--- src/rtl/c1_wait_ctrl.sv ---
// ============================================================================
// Module   : c1_wait_ctrl
// Purpose  : 68k wait-state sequencer with DTACK/BERR generation (C1 I/O)
// Revision : 1.0
// ============================================================================
`default_nettype none

module c1_wait_ctrl #(
  parameter int CARD_WAITS     = 2,
  parameter int SROM_WAITS     = 0,
  parameter int ROM_SLOW_WAITS = 1,
  parameter int TIMEOUT_CYC    = 255
) (
  input  logic CLK_68KCLK,
  input  logic nRESET,
  input  logic nAS,
  input  logic nROM_ZONE,
  input  logic nPORT_ZONE,
  input  logic nCARD_ZONE,
  input  logic nSROM_ZONE,
  input  logic nROMWAIT,
  input  logic nPWAIT0,
  input  logic nPWAIT1,
  input  logic PDTACK,
  output logic nDTACK,
  output logic nBERR,
  output logic BUSY
);

  localparam logic [7:0] TIMEOUT_LIMIT = 8'(TIMEOUT_CYC);

  typedef enum logic [1:0] {
    S_IDLE  = 2'd0,
    S_COUNT = 2'd1,
    S_ACK   = 2'd2,
    S_BERR  = 2'd3
  } state_t;

  state_t     state_q, state_d;
  logic [2:0] cnt_q, cnt_d;
  logic [7:0] tmo_q, tmo_d;
  logic       port_q, port_d;
  logic [2:0] zone_wait;
  logic       zone_port;
  logic       ack_due;

  // Zone decode with fixed priority ROM > PORT > CARD > SROM
  always_comb begin
    zone_wait = 3'd0;
    zone_port = 1'b0;
    if (!nROM_ZONE) begin
      zone_wait = nROMWAIT ? 3'd0 : 3'(ROM_SLOW_WAITS);
    end else if (!nPORT_ZONE) begin
      zone_wait = {1'b0, ~nPWAIT1, ~nPWAIT0};
      zone_port = 1'b1;
    end else if (!nCARD_ZONE) begin
      zone_wait = 3'(CARD_WAITS);
    end else if (!nSROM_ZONE) begin
      zone_wait = 3'(SROM_WAITS);
    end
  end

  assign ack_due = (cnt_q <= 3'd1) && !(port_q && !PDTACK);

  always_comb begin
    state_d = state_q;
    cnt_d   = cnt_q;
    tmo_d   = tmo_q;
    port_d  = port_q;
    case (state_q)
      S_IDLE: begin
        if (!nAS) begin
          port_d = zone_port;
          if (zone_wait == 3'd0 && (!zone_port || PDTACK)) begin
            state_d = S_ACK;
          end else begin
            state_d = S_COUNT;
            cnt_d   = zone_wait;
            tmo_d   = 8'd1;
          end
        end
      end
      S_COUNT: begin
        if (nAS) begin
          state_d = S_IDLE;
          cnt_d   = 3'd0;
          tmo_d   = 8'd0;
        end else if (ack_due) begin
          state_d = S_ACK;
          cnt_d   = 3'd0;
          tmo_d   = 8'd0;
        end else if (tmo_q >= TIMEOUT_LIMIT) begin
          state_d = S_BERR;
          cnt_d   = 3'd0;
          tmo_d   = 8'd0;
        end else begin
          if (cnt_q > 3'd1) cnt_d = cnt_q - 3'd1;
          if (tmo_q != 8'hFF) tmo_d = tmo_q + 8'd1;
        end
      end
      S_ACK, S_BERR: begin
        if (nAS) state_d = S_IDLE;
      end
      default: state_d = S_IDLE;
    endcase
  end

  // Outputs registered from the next state so they change cleanly on the edge
  always_ff @(posedge CLK_68KCLK or negedge nRESET) begin
    if (!nRESET) begin
      state_q <= S_IDLE;
      cnt_q   <= 3'd0;
      tmo_q   <= 8'd0;
      port_q  <= 1'b0;
      nDTACK  <= 1'b1;
      nBERR   <= 1'b1;
      BUSY    <= 1'b0;
    end else begin
      state_q <= state_d;
      cnt_q   <= cnt_d;
      tmo_q   <= tmo_d;
      port_q  <= port_d;
      nDTACK  <= (state_d != S_ACK);
      nBERR   <= (state_d != S_BERR);
      BUSY    <= (state_d == S_COUNT);
    end
  end

endmodule

`default_nettype wire

--- config.mk ---
export PLATFORM = sky130hd
export DESIGN_NAME = c1_wait_ctrl
export DESIGN_NICKNAME = d
export VERILOG_FILES = /design/src/rtl/c1_wait_ctrl.sv
export SDC_FILE = /design/constraint.sdc
export NUM_CORES = 1
export LEC_CHECK = 0
export CELL_PAD_IN_SITES_DETAIL_PLACEMENT = 1
export CELL_PAD_IN_SITES_GLOBAL_PLACEMENT = 1
export CORE_AREA = 5 5 54 56
export DETAILED_ROUTE_END_ITERATION = 8
export DIE_AREA = 0 0 59 61
export GPL_TIMING_DRIVEN = 0
export PLACE_DENSITY = 0.78
export SYNTH_ARGS = -nofsm -noshare
export SYNTH_HDL_FRONTEND = slang
export SYNTH_SLANG_ARGS = --single-unit
--- constraint.sdc ---
create_clock -name CLK_68KCLK -period 2.9 [get_ports CLK_68KCLK]
set_input_delay 0.58 -clock CLK_68KCLK [delete_from_list [all_inputs] [get_ports CLK_68KCLK]]
set_output_delay 0.58 -clock CLK_68KCLK [all_outputs]
set_load 0.01 [all_outputs]
==> results_dict.tcl, run 1 <==
set metrics [dict create \
    dieArea_um2 3600 \
    finalCriticalPeriod_ps 2130 \
    fmax_ghz 0.469 \
    endpoint_kind "flop" \
    hold_viol_final 0 \
    routed_wl_um 2470 \
    synthesis.instances 101 \
    final_cell_mix "dfrtp_1 (15), clkdlybuf4s50_1 (11), o21ai_0 (10)" \
    clkSlewWorstSetupHoldPaths_ps 100 \
    ir_worst_vdd_uv 258 \
    hold_depth 1 \
    pwr_density_cell_nw_per_um2 671 \
    netlist-cell-type-count 39 \
    r2r_cells 7 \
    die_y_um 61 \
    grt_pass1_wl_um 4350 \
    period_share_pct 73.6 \
    syn_area_um2 996 \
    grt_usage_pct 16.3 \
    diodes 0 \
    post-dp-hpwl_um 1940 \
    h-tree-depth 1 \
    synth_warnings 0 \
    root_buffer "clkbuf_4" \
    power_uw 785 \
    yosysSeqAreaShare_pct 43.0 \
    grt_pass1_vias 941 \
    drv_cap 0 \
    worstMarginPinSlew_ps 799 \
    grt-ovfl-total 0 \
    vias_per_cell 5.80 \
    cts_sinks 17 \
    critPathRequiredTime_ps 3090 \
    drcViolationCount 0 \
    boundaryPins 14 \
    ctsHoldBuffers 0 \
    worst-setup-path-type "input port to flop" \
    start_kind "input port" \
    drtIter0Drc 26 \
    coreArea_um2 2390 \
    final_common_cell "dfrtp_1" \
    layout-drive-gt1-share_pct 16.4 \
    relSlewSlack_pct 46.6 \
    post-cts-setup-buffers 0 \
    tritoncts "done" \
    syn_to_final_growth_pct 17.5 \
    finalMaxSlewViolations 0 \
    seq_area_um2 428 \
    nets 131 \
    setup_tns_ps 0 \
    ant_nets 0 \
    clock_latency_ps 290 \
    rsz0062_at_grt "no" \
    setup-violations-final 0 \
    antenna_found_initial 0 \
    placementRows 18 \
    start_util_pct 41.7 \
    wire_per_inst_um 16.9 \
    place.gp.congestion 0.735 \
    cts_resized 0 \
    numCtsBuffers 3 \
    nFillCells 289 \
    avgSynthCellArea_um2 9.86 \
    clock_path_buffers 2 \
    finish.utilization_pct 49.0 \
    hp-class "flop to flop" \
    fp.dieW_um 59 \
    synthArstFlopShare_pct 100 \
    status "finished clean" \
    finClkSkew_ps 1.22 \
    grt_max_degree 18 \
    path_max_fanout 7 \
    ys_ff_latch 17 \
    critPathArrivalTime_ps 2320 \
    detail_route.first_pass.iterations 2 \
    ys.flop_type "dfrtp_1" \
    synth_enable_flop_cells 0 \
    num_vias 847 \
    multi_input_area_um2 543 \
    port_buffers 11 \
    power_leakage_uw 0.000498 \
    synthesis.nets 115 \
]
## final timing paths
check / from / endpoint / slack [ps]
setup / recovery: nROM_ZONE / cnt_q[0]$_DFFE_PN0P_ / 770
hold / removal: tmo_q[6]$_DFFE_PN0P_ / tmo_q[6]$_DFFE_PN0P_ / 540
setup reg to reg: cnt_q[1]$_DFFE_PN0P_ / cnt_q[0]$_DFFE_PN0P_ / 910
hold reg to reg: tmo_q[6]$_DFFE_PN0P_ / tmo_q[6]$_DFFE_PN0P_ / 540
max in group asynchronous: nRESET / tmo_q[1]$_DFFE_PN0P_ / 1670
min in group asynchronous: nRESET / BUSY$_DFF_PN0_ / 740
## metrics by stage
| step | std cells | area, um^2 | worst slack (ps) | hold WS [ps] |
|---|---|---|---|---|
| floorplan | 101 | 996 | 1160 | 284 |
| global placement | 142 | 1140 | 520 | 510 |
| detailed placement | 142 | 1140 | 439 | 525 |
| CTS | 146 | 1170 | 769 | 537 |
| global route | 146 | 1170 | 663 | 560 |
| finish | 146 | 1170 | 766 | 537 |
## per-layer routing
layer / GRT usage [%] / part of all wire (%) / up-vias
met2: 30.9 / 53 / 12
met3: 2.55 / 2.7 / 5
met4: 6.80 / 1.7 / 0
met5: 0 / 0 / -
met1: 18.0 / 42 / 421
li1: - / - / 409
## registers in the layout (all words and copies together) (netlist names)
signal   cells
tmo_q        8
cnt_q        3
state_q      2
BUSY         1
nBERR        1
nDTACK       1
port_q       1
## synthesized netlist by cell type, types with 3 or more instances
master,number,area [um^2]
dfrtp_1,15,375
o21ai_0,10,50.1
nor2_1,9,33.8
nand2_1,7,26.3
a21oi_1,5,25.0
nor3_1,5,25.0
inv_1,4,15.0
a22o_2,3,30.0
a31oi_1,3,18.8
ha_1,3,37.5
## where the power goes
group / switching (uW) / internal [uW] / leakage, uW
sequential: 44.7 / 287 / 0.000218
clock: 79.2 / 53.6 / 0.0000150
combinational: 181 / 140 / 0.000265
## final cells by class
cell class                      instances  area share [%]
Clock buffer                            4            2.25
Sequential cell                        17            36.6
Timing Repair Buffer                   11            9.41
Multi-Input combinational cell         78            46.4
Inverter                                4            1.28
Buffer                                  2           0.856
Tap cell                               30            3.21
## worst max-delay path: stages
cell,delay [ps]
clkdlybuf4s50_1,490
a21boi_2,210
a221oi_2,380
o31a_1,360
a21oi_1,110
o32a_1,190
## logic make-up after synthesis
kind of cell	after synthesis	share of synthesized area, %
compound gates	35	27.4
fa+ha+maj	3	3.77
buf+inv	6	2.51
flops	17	43.0
mux	1	1.01
simple gates	39	22.4
Power figures use the tool's default switching activity.
==> run 2, diff against run 1 <==
--- a/config.mk
+++ b/config.mk
@@ -7,11 +7,11 @@
 export LEC_CHECK = 0
 export CELL_PAD_IN_SITES_DETAIL_PLACEMENT = 1
 export CELL_PAD_IN_SITES_GLOBAL_PLACEMENT = 1
-export CORE_AREA = 5 5 54 56
+export CORE_AREA = 5 5 56 58
 export DETAILED_ROUTE_END_ITERATION = 8
-export DIE_AREA = 0 0 59 61
+export DIE_AREA = 0 0 61 63
 export GPL_TIMING_DRIVEN = 0
-export PLACE_DENSITY = 0.78
+export PLACE_DENSITY = 0.72
 export SYNTH_ARGS = -nofsm -noshare
 export SYNTH_HDL_FRONTEND = slang
 export SYNTH_SLANG_ARGS = --single-unit
==> constraint.sdc (replaced) <==
create_clock -name CLK_68KCLK -period 2.06 [get_ports CLK_68KCLK]
set_input_delay 0.412 -clock CLK_68KCLK [delete_from_list [all_inputs] [get_ports CLK_68KCLK]]
set_output_delay 0.412 -clock CLK_68KCLK [all_outputs]
set_load 0.01 [all_outputs]
==> results_dict.tcl, run 2 (synthesized netlist as in run 1, its figures left out) <==
set metrics [dict create \
    drcViolationCount 0 \
    antenna_found_initial 0 \
    grt_usage_pct 13.6 \
    grt_max_degree 18 \
    fin_area_um2 1230 \
    regMostFlops "tmo_q" \
    grt_pass1_vias 877 \
    endpoint_kind "flop" \
    reg_top3 "tmo_q x8, cnt_q x3, state_q x2" \
    vias_per_cell 5.58 \
    syn_to_final_growth_pct 23.7 \
    multi_input_area_um2 564 \
    drtIter0Drc 36 \
    placedInstanceArea_um2 1140 \
    finalMaxSlewViolations 0 \
    clkSlewWorstSetupHoldPaths_ps 100 \
    cts_sinks 17 \
    hp-class "input port to flop" \
    worst-setup-path-type "input port to flop" \
    finalCriticalPeriod_ps 2030 \
    path_max_fanout 7 \
    r2r_cells 7 \
    wire_per_inst_um 14.8 \
    drv_cap 0 \
    nFillCells 302 \
    relSlewSlack_pct 47.7 \
    period_share_pct 98.3 \
    port_buffers 11 \
    grt_pass1_wl_um 3980 \
    reg2reg_from "cnt_q[1]$_DFFE_PN0P_" \
    ir_worst_vdd_uv 489 \
    hold_viol_final 0 \
    fp.dieW_um 61 \
    seq_area_um2 428 \
    final_cell_mix "dfrtp_1 (15), o21ai_0 (10), clkdlybuf4s50_1 (10)" \
    start_kind "input port" \
    die_y_um 63 \
    p_sw_uw 414 \
    place.gp.congestion 0.768 \
    critPathArrivalTime_ps 2200 \
    status "finished clean" \
    coreArea_um2 2620 \
    tritoncts "done" \
    critPathRequiredTime_ps 2240 \
    boundaryPins 14 \
    worstMarginPinSlew_ps 782 \
    finish.utilization_pct 47.1 \
    nets 136 \
    placementRows 19 \
    p_sw_share_pct 37.3 \
    h-tree-depth 1 \
    num_vias 848 \
    clock_path_buffers 2 \
    worst_r2r_endpoint "cnt_q[0]$_DFFE_PN0P_" \
    clkPwrFrac_pct 16.2 \
    clock_latency_ps 290 \
    holdPathEnd "state_q[1]$_DFF_PN0_" \
    start_util_pct 38.1 \
    p_int_uw 697 \
    hold_depth 2 \
    routed_wl_um 2240 \
    min_from "nAS" \
    ant_nets 0 \
    final_common_cell "dfrtp_1" \
    pre_cts_ws_ps -228 \
    rsz0062_at_grt "no" \
    layout-drive-gt1-share_pct 20.7 \
    detail_route.first_pass.iterations 4 \
    dieArea_um2 3840 \
    seqPwrFrac_pct 41.5 \
    dpl.cell_count 143 \
    power_leakage_uw 0.000537 \
    comb_power_share_pct 42.3 \
    finClkSkew_ps 4.28 \
    pwr_density_cell_nw_per_um2 902 \
    numCtsBuffers 3 \
    fmax_ghz 0.494 \
    setup-violations-final 0 \
    fin_cells 152 \
    setup_ws_ps 34.4 \
    largest_reg_flops 8 \
    post-dp-hpwl_um 1730 \
    root_buffer "clkbuf_4" \
    diodes 0 \
    rrSetupSlack_ps 200 \
    grt-ovfl-total 0 \
]
-- run 2: how the worst max path moves through the flow --
stage / startpoint / slack [ps] / end
after floorplan: cnt_q[1]$_DFFE_PN0P_ / 330 / cnt_q[0]$_DFFE_PN0P_
after global placement: nROM_ZONE / -170 / cnt_q[0]$_DFFE_PN0P_
after detailed placement: nROM_ZONE / -230 / cnt_q[0]$_DFFE_PN0P_
after CTS: cnt_q[1]$_DFFE_PN0P_ / 80 / cnt_q[0]$_DFFE_PN0P_
after global routing: nPORT_ZONE / 2 / cnt_q[0]$_DFFE_PN0P_
final: nPORT_ZONE / 30 / cnt_q[0]$_DFFE_PN0P_
-- run 2: cell type report --
type	instances	area share (%)
multi-input combinational	78	45.8
sequential	17	34.7
timing repair buffer	16	12.2
tap	31	3.15
clock buffer	4	2.13
inverter	4	1.22
buffer	2	0.812
-- run 2: worst max-delay path: stages --
cell             delay (ps)
clkdlybuf4s50_1         590
nand3b_1                190
a221oi_4                 90
o31a_1                  420
buf_4                   170
o32a_1                  340
-- run 2: per-stage QoR --
| stage | setup TNS, ps | power, uW | hold WS [ps] |
|---|---|---|---|
| after floorplan | 0 | 776 | 116 |
| after global placement | -737 | 894 | 508 |
| after detailed placement | -1260 | 913 | 518 |
| after CTS | 0 | 1100 | 417 |
| after global routing | 0 | 1220 | 427 |
| final | 0 | 1110 | 419 |
-- run 2: power by group through the flow --
| stage | registers (uW) | logic, uW | clock network, uW |
|---|---|---|---|
| after floorplan | 463 | 313 | 0 |
| after global placement | 466 | 429 | 0 |
| after detailed placement | 470 | 443 | 0 |
| after CTS | 462 | 448 | 189 |
| after global routing | 474 | 534 | 208 |
| final | 461 | 470 | 180 |
-- run 2: what timing repair did --
item | 4_1_cts | 5_1_grt
buffers inserted | 0 | 5
endpoints found under the setup margin | 0 | 5
hold buffers | 0 | 0
resized for setup | 0 | 4
-- run 2: routing by layer --
metal | GRT usage (%) | up-vias | part of all wire (%) | wire length (um)
li1 | - | 413 | - | -
met5 | 0 | - | 0 | 0
met4 | 5.69 | 0 | 0.89 | 20
met1 | 18.6 | 421 | 47 | 1050
met2 | 20.6 | 12 | 49 | 1090
met3 | 2.69 | 2 | 3.3 | 75
==> run 3, diff against run 2 <==
--- a/config.mk
+++ b/config.mk
@@ -5,6 +5,7 @@
 export SDC_FILE = /design/constraint.sdc
 export NUM_CORES = 1
 export LEC_CHECK = 0
+export ABC_AREA = 0
 export CELL_PAD_IN_SITES_DETAIL_PLACEMENT = 1
 export CELL_PAD_IN_SITES_GLOBAL_PLACEMENT = 1
 export CORE_AREA = 5 5 56 58
==> results of run 3 <==
Same layout as run 2: the final DEF is identical, and so are final timing and power.
